## src/rtl/spi_txn_queue.sv

```systemverilog
// spi_txn_queue: queues SPI transactions, issues them to spi_master one at a time and buffers masked responses
module spi_txn_queue #(
  parameter int CMD_DEPTH = 4,
  parameter int RSP_DEPTH = 4,
  parameter int SLAVE_ADDRS_LEN = 3
) (
  input  logic                             clk,
  input  logic                             rst,
  input  logic                             cmd_valid,
  output logic                             cmd_ready,
  input  logic [31:0]                      cmd_data,
  input  logic [SLAVE_ADDRS_LEN-1:0]       cmd_addr,
  input  logic [1:0]                       cmd_len,
  input  logic                             cmd_nores,
  output logic                             rsp_valid,
  input  logic                             rsp_ready,
  output logic [31:0]                      rsp_data,
  output logic [SLAVE_ADDRS_LEN-1:0]       rsp_addr,
  output logic                             spi_start,
  output logic [31:0]                      spi_tx_data,
  output logic [SLAVE_ADDRS_LEN-1:0]       spi_chip_addr,
  output logic [1:0]                       spi_length,
  input  logic                             spi_busy,
  input  logic [31:0]                      spi_rx_data,
  output logic [$clog2(CMD_DEPTH):0]       cmd_count,
  output logic                             idle
);
  localparam int CW = $clog2(CMD_DEPTH);
  localparam int RW = $clog2(RSP_DEPTH);
  typedef enum logic [2:0] {IDLE, ISSUE, WAIT_BUSY, WAIT_DONE, CAPTURE} state_t;
  state_t state;
  logic [31:0]                cq_data  [CMD_DEPTH];
  logic [SLAVE_ADDRS_LEN-1:0] cq_addr  [CMD_DEPTH];
  logic [1:0]                 cq_len   [CMD_DEPTH];
  logic                       cq_nores [CMD_DEPTH];
  logic [31:0]                rq_data  [RSP_DEPTH];
  logic [SLAVE_ADDRS_LEN-1:0] rq_addr  [RSP_DEPTH];
  logic [CW-1:0] cwp, crp;
  logic [RW-1:0] rwp, rrp;
  logic [RW:0]   rsp_count;
  logic [1:0]    tmr;
  logic cmd_push, cmd_pop, rsp_push, rsp_pop, launch, retry, go;
  logic [31:0] rx_masked;
  assign cmd_ready = cmd_count < (CW+1)'(CMD_DEPTH);
  assign cmd_push  = cmd_valid & cmd_ready;
  assign cmd_pop   = state == CAPTURE;
  assign rsp_push  = cmd_pop & ~cq_nores[crp];
  assign rsp_valid = rsp_count != '0;
  assign rsp_pop   = rsp_valid & rsp_ready;
  assign rsp_data  = rq_data[rrp];
  assign rsp_addr  = rq_addr[rrp];
  assign idle      = state == IDLE && cmd_count == '0;
  // a response slot is reserved before issuing so CAPTURE can always push
  assign launch    = state == IDLE && cmd_count != '0 && (cq_nores[crp] || rsp_count < (RW+1)'(RSP_DEPTH));
  assign retry     = state == WAIT_BUSY && !spi_busy && tmr == 2'd3;
  assign go        = launch | retry;
  assign rx_masked = spi_length == 2'd0 ? {24'd0, spi_rx_data[7:0]} :
                     spi_length == 2'd1 ? {16'd0, spi_rx_data[15:0]} :
                     spi_length == 2'd2 ? {8'd0, spi_rx_data[23:0]} : spi_rx_data;
  // FIFO storage, written without reset since occupancy gates every read
  always_ff @(posedge clk) begin
    if (cmd_push) begin
      cq_data[cwp]  <= cmd_data;
      cq_addr[cwp]  <= cmd_addr;
      cq_len[cwp]   <= cmd_len;
      cq_nores[cwp] <= cmd_nores;
    end
    if (rsp_push) begin
      rq_data[rwp] <= rx_masked;
      rq_addr[rwp] <= spi_chip_addr;
    end
  end
  // FIFO pointers and occupancy
  always_ff @(posedge clk or negedge rst) begin
    if (!rst) begin
      cwp       <= '0;
      crp       <= '0;
      cmd_count <= '0;
      rwp       <= '0;
      rrp       <= '0;
      rsp_count <= '0;
    end else begin
      if (cmd_push) cwp <= cwp + CW'(1);
      if (cmd_pop) crp <= crp + CW'(1);
      cmd_count <= cmd_count + (CW+1)'(cmd_push) - (CW+1)'(cmd_pop);
      if (rsp_push) rwp <= rwp + RW'(1);
      if (rsp_pop) rrp <= rrp + RW'(1);
      rsp_count <= rsp_count + (RW+1)'(rsp_push) - (RW+1)'(rsp_pop);
    end
  end
  // sequencer: issue head, wait for busy (restart after 4 idle cycles), wait for done, capture
  always_ff @(posedge clk or negedge rst) begin
    if (!rst) begin
      state         <= IDLE;
      spi_start     <= 1'b0;
      spi_tx_data   <= '0;
      spi_chip_addr <= '0;
      spi_length    <= '0;
      tmr           <= '0;
    end else begin
      spi_start <= go;
      if (go) begin
        spi_tx_data   <= cq_data[crp];
        spi_chip_addr <= cq_addr[crp];
        spi_length    <= cq_len[crp];
      end
      case (state)
        IDLE:      if (launch) state <= ISSUE;
        ISSUE: begin
          state <= WAIT_BUSY;
          tmr   <= '0;
        end
        WAIT_BUSY: if (spi_busy) state <= WAIT_DONE;
                   else if (retry) state <= ISSUE;
                   else tmr <= tmr + 2'd1;
        WAIT_DONE: if (!spi_busy) state <= CAPTURE;
        CAPTURE:   state <= IDLE;
        default:   state <= IDLE;
      endcase
    end
  end
endmodule

```

## config.mk

```make
export PLATFORM = sky130hd
export DESIGN_NAME = spi_txn_queue
export DESIGN_NICKNAME = d
export VERILOG_FILES = /design/src/rtl/spi_txn_queue.sv
export SDC_FILE = /design/constraint.sdc
export NUM_CORES = 1
export LEC_CHECK = 0
export ABC_AREA = 1
export BUFFER_PORTS_ARGS = -buffer_cell sky130_fd_sc_hd__buf_2
export CAP_MARGIN = 15
export CELL_PAD_IN_SITES_DETAIL_PLACEMENT = 1
export CELL_PAD_IN_SITES_GLOBAL_PLACEMENT = 1
export CORE_ASPECT_RATIO = 2
export CORE_MARGIN = 8
export CORE_UTILIZATION = 50
export DETAILED_ROUTE_END_ITERATION = 8
export HOLD_SLACK_MARGIN = 0.02
export PLACE_DENSITY_LB_ADDON = 0.15
export SYNTH_ARGS = -nofsm -noshare
export SYNTH_HDL_FRONTEND = slang
export SYNTH_SLANG_ARGS = --single-unit
export TNS_END_PERCENT = 10
```

## constraint.sdc

```tcl
create_clock -name clk -period 5.6 [get_ports clk]
set_input_delay 0.28 -clock clk [delete_from_list [all_inputs] [get_ports clk]]
set_output_delay 0.28 -clock clk [all_outputs]
set_load 0.05 [all_outputs]
```

==> results.sh <==
export IMPL_hold_path_end="rq_data[0][10]"
export IMPL_rsz0062_at_grt="no"
export IMPL_grt_max_degree=78
export IMPL_path_clk_slew_ns=0.07
export IMPL_whs_path_depth=3
export IMPL_p_sw_frac=0.426
export IMPL_synthTopCellsByCount="edfxtp_1, nor2_1, o21ai_0, nand2_1, o22ai_1"
export IMPL_ys_seq_elements=349
export IMPL_worstSetupEndpointType="register"
export IMPL_fp_dieH_um=248
export IMPL_grt_pass1_vias=9716
export IMPL_cts_resized_gates=0
export IMPL_use_met1=0.235
export IMPL_grt_busiest_layer="met2"
export IMPL_setup_viol=0
export IMPL_rr_worst_depth=10
export IMPL_synthCells=1036
export IMPL_critPathKind="register to register"
export IMPL_crit_fanout=63
export IMPL_drt_iter0_drc=411
export IMPL_start_util=0.506
export IMPL_cts_tree="yes"
export IMPL_layout_drive_gt1_share=0.191
export IMPL_rows=85
export IMPL_maxCapViolCount=0
export IMPL_gr_usage_all_layers=0.204
export IMPL_root_buffer="clkbuf_16"
export IMPL_routedWlPerCell_um=20.8
export IMPL_seqPwrFrac=0.368
export IMPL_synth_top_area_share=0.650
export IMPL_syn_avg_cell_area_um2=13.0
export IMPL_clock_sinks=349
export IMPL_hold_path_class="input pin to register"
export IMPL_fmax_ghz=0.301
export IMPL_syn_area_um2=13500
export IMPL_worstPathRequired_ns=6.10
export IMPL_htreeDepth=1
export IMPL_post_cts_setup_buffers=0
export IMPL_synth_seq_area_share=0.755
export IMPL_grt_pass1_wl_mm=52.5
export IMPL_synthArstFlopShare=0.163
export IMPL_p_switching_mw=4.06
export IMPL_antenna_found_initial=1
export IMPL_synth_edf_count=292
export IMPL_synth_most_common_cell="edfxtp_1"
export IMPL_die_x_um=132
export IMPL_min_from="spi_rx_data[10]"
export IMPL_gp_congestion=0.750
export IMPL_crit_arrival_ns=3.82
export IMPL_ff2ff_setup_slack_ns=2.28
export IMPL_synth_nets=1125
export IMPL_totalNegativeSetupSlack_ns=0
export IMPL_worstReg2RegEnd="spi_tx_data[16]"
export IMPL_synth_cell_type_count=29
export IMPL_status="finished, final reports clean"
export IMPL_io_pins=154
export IMPL_p_comb_frac=0.403
export IMPL_area_growth_pct=20.3
export IMPL_grt_overflow=0
export IMPL_power_density_nw_per_um2=588
export IMPL_ys_flop_type="edfxtp_1"
export IMPL_detailroute_via_count=8729
export IMPL_internal_power_mw=5.48
export IMPL_synth_top_cell_by_area="edfxtp_1"
export IMPL_cts_hold_buf=48
export IMPL_slew_violations=0
export IMPL_total_power_mw=9.55
export IMPL_period_needed_ns=3.32
export IMPL_clkLatencyLatePin_ns=0.57
export IMPL_routed_wl_mm=33.3
export IMPL_vdd_ir_drop_max_mv=0.357
export IMPL_synth_area_top_cells="edfxtp_1, dfrtp_1, o21ai_0"
export IMPL_skew_ns=0.0231
export IMPL_clk_path_buf_depth=3
export IMPL_final_nets=1317
export IMPL_leakage_nw=6.16
export IMPL_routed_via_density=5.46
export IMPL_worst_pin_slew_ns=0.931
export IMPL_numCtsBuffers=29
export IMPL_start_kind="register"
export IMPL_finalCritPeriodShare=0.593
export IMPL_drc=0
export IMPL_dp_hpwl_mm=19.7
export IMPL_io_buffer_count=153
export IMPL_r2r_start="crp[0]"
export IMPL_p_clk_frac=0.229
export IMPL_synth_warnings=0
export IMPL_dieArea_um2=32800
export IMPL_dr_pass1_iters=4
export IMPL_grtUsageMet2=0.376
export IMPL_met3_usage=0.0303
export IMPL_slew_headroom=0.379
export IMPL_hold_viol_final=0
export IMPL_core_area_um2=26700
export IMPL_fin_util=0.608
export IMPL_ant_nets=0
[final cells by class]
type / count / area (µm²)
Antenna cell: 1 / 2.50
Clock buffer: 37 / 817
Clock inverter: 17 / 229
Fill cell: 2671 / 10500
Inverter: 49 / 184
Multi-Input combinational cell: 580 / 2910
Sequential cell: 349 / 10200
Tap cell: 348 / 435
Timing Repair Buffer: 219 / 1460
[worst max path at each step]
stage                  from         endpoint  slack (ns)
2_1_floorplan  cmd_count[2]    cq_addr[0][0]        2.18
5_1_grt              crp[0]  spi_tx_data[16]        1.94
3_5_place_dp         crp[0]  spi_tx_data[16]        2.23
6_report             crp[0]  spi_tx_data[16]        2.28
3_3_place_gp         crp[0]    spi_length[0]        2.38
4_1_cts              rrp[0]     rsp_data[28]        2.13
[worst max-delay path, cell delays in order (launching register included)]
cell and delay [ns]:
dfrtp_2 0.41, inv_2 0.20, buf_4 0.59, nand2_1 0.11, nand3_1 0.11, nand2_1 0.08
nand2_1 0.09, nand2_2 0.49, nand2_2 0.89, nand2_1 0.14, nand2_1 0.13
[per-layer routing]
| layer | routed length [µm] | share of wire |
|---|---|---|
| met3 | 1280 | 0.038 |
| met4 | 844 | 0.025 |
| met2 | 17900 | 0.54 |
| met1 | 13300 | 0.40 |
| met5 | 0 | 0 |
[cell families after synthesis]
kind of cell / after synthesis / synth area share
fa+ha+maj: 14 / 0.0141
xor+xnor: 9 / 0.00584
buf+inv: 107 / 0.0334
simple gates: 336 / 0.103
compound gates: 221 / 0.0886
flops: 349 / 0.755
[layout by cell type, fill, tap and decap left out, types with 2 or more instances in the layout]
cell / Yosys / final
edfxtp_1: 292 / 292
nor2_1: 182 / 174
buf_2: 8 / 153
o21ai_0: 143 / 143
nand2_1: 92 / 92
o22ai_1: 72 / 72
dfrtp_1: 57 / 55
dlygate4sd3_1: 0 / 48
inv_1: 47 / 47
nand3_1: 44 / 44
clkbuf_16: 0 / 30
ha_1: 12 / 12
buf_4: 2 / 12
nor3b_1: 8 / 8
nor2_4: 0 / 8
xor2_1: 5 / 5
clkinv_2: 0 / 5
bufinv_16: 0 / 5
buf_12: 0 / 5
xnor2_1: 4 / 4
clkbuf_8: 0 / 4
a21oi_1: 3 / 3
nand2_2: 3 / 3
o21ai_1: 3 / 3
clkbuf_1: 43 / 3
inv_2: 1 / 2
nor3_1: 2 / 2
fa_1: 2 / 2
inv_6: 0 / 2
clkinv_4: 0 / 2
clkinvlp_4: 0 / 2
dfrtp_2: 0 / 2
[sequential cells by signal, summed over array words and instances (netlist names), 3 cells and up]
name	cells
cmd_count	3
rsp_count	3
cq_nores	4
spi_chip_addr	3
rq_addr	12
spi_tx_data	32
rq_data	128
state	3
cq_data	128
cq_addr	12
cq_len	8
[per-stage QoR]
step | cell area, µm² | setup WS (ns) | cells | hold slack (ns)
2_1_floorplan | 13500 | 2.18 | 1036 | -0.0156
3_3_place_gp | 14600 | 2.38 | 1491 | 0.485
3_5_place_dp | 14700 | 2.23 | 1495 | 0.493
4_1_cts | 16200 | 2.13 | 1597 | 0.0713
5_1_grt | 16200 | 1.94 | 1600 | 0.0968
6_report | 16200 | 2.28 | 1600 | 0.0971
[power groups by stage]
stage,Combinational [mW],Sequential [mW],Clock [mW]
after detailed placement,3.83,3.57,0
after global routing,4.19,3.55,2.31
after global placement,3.69,3.54,0
after CTS,3.87,3.51,2.24
after floorplan,2.30,4.01,0
final,3.85,3.51,2.19
Note: power is estimated with default switching activity, not from simulation.
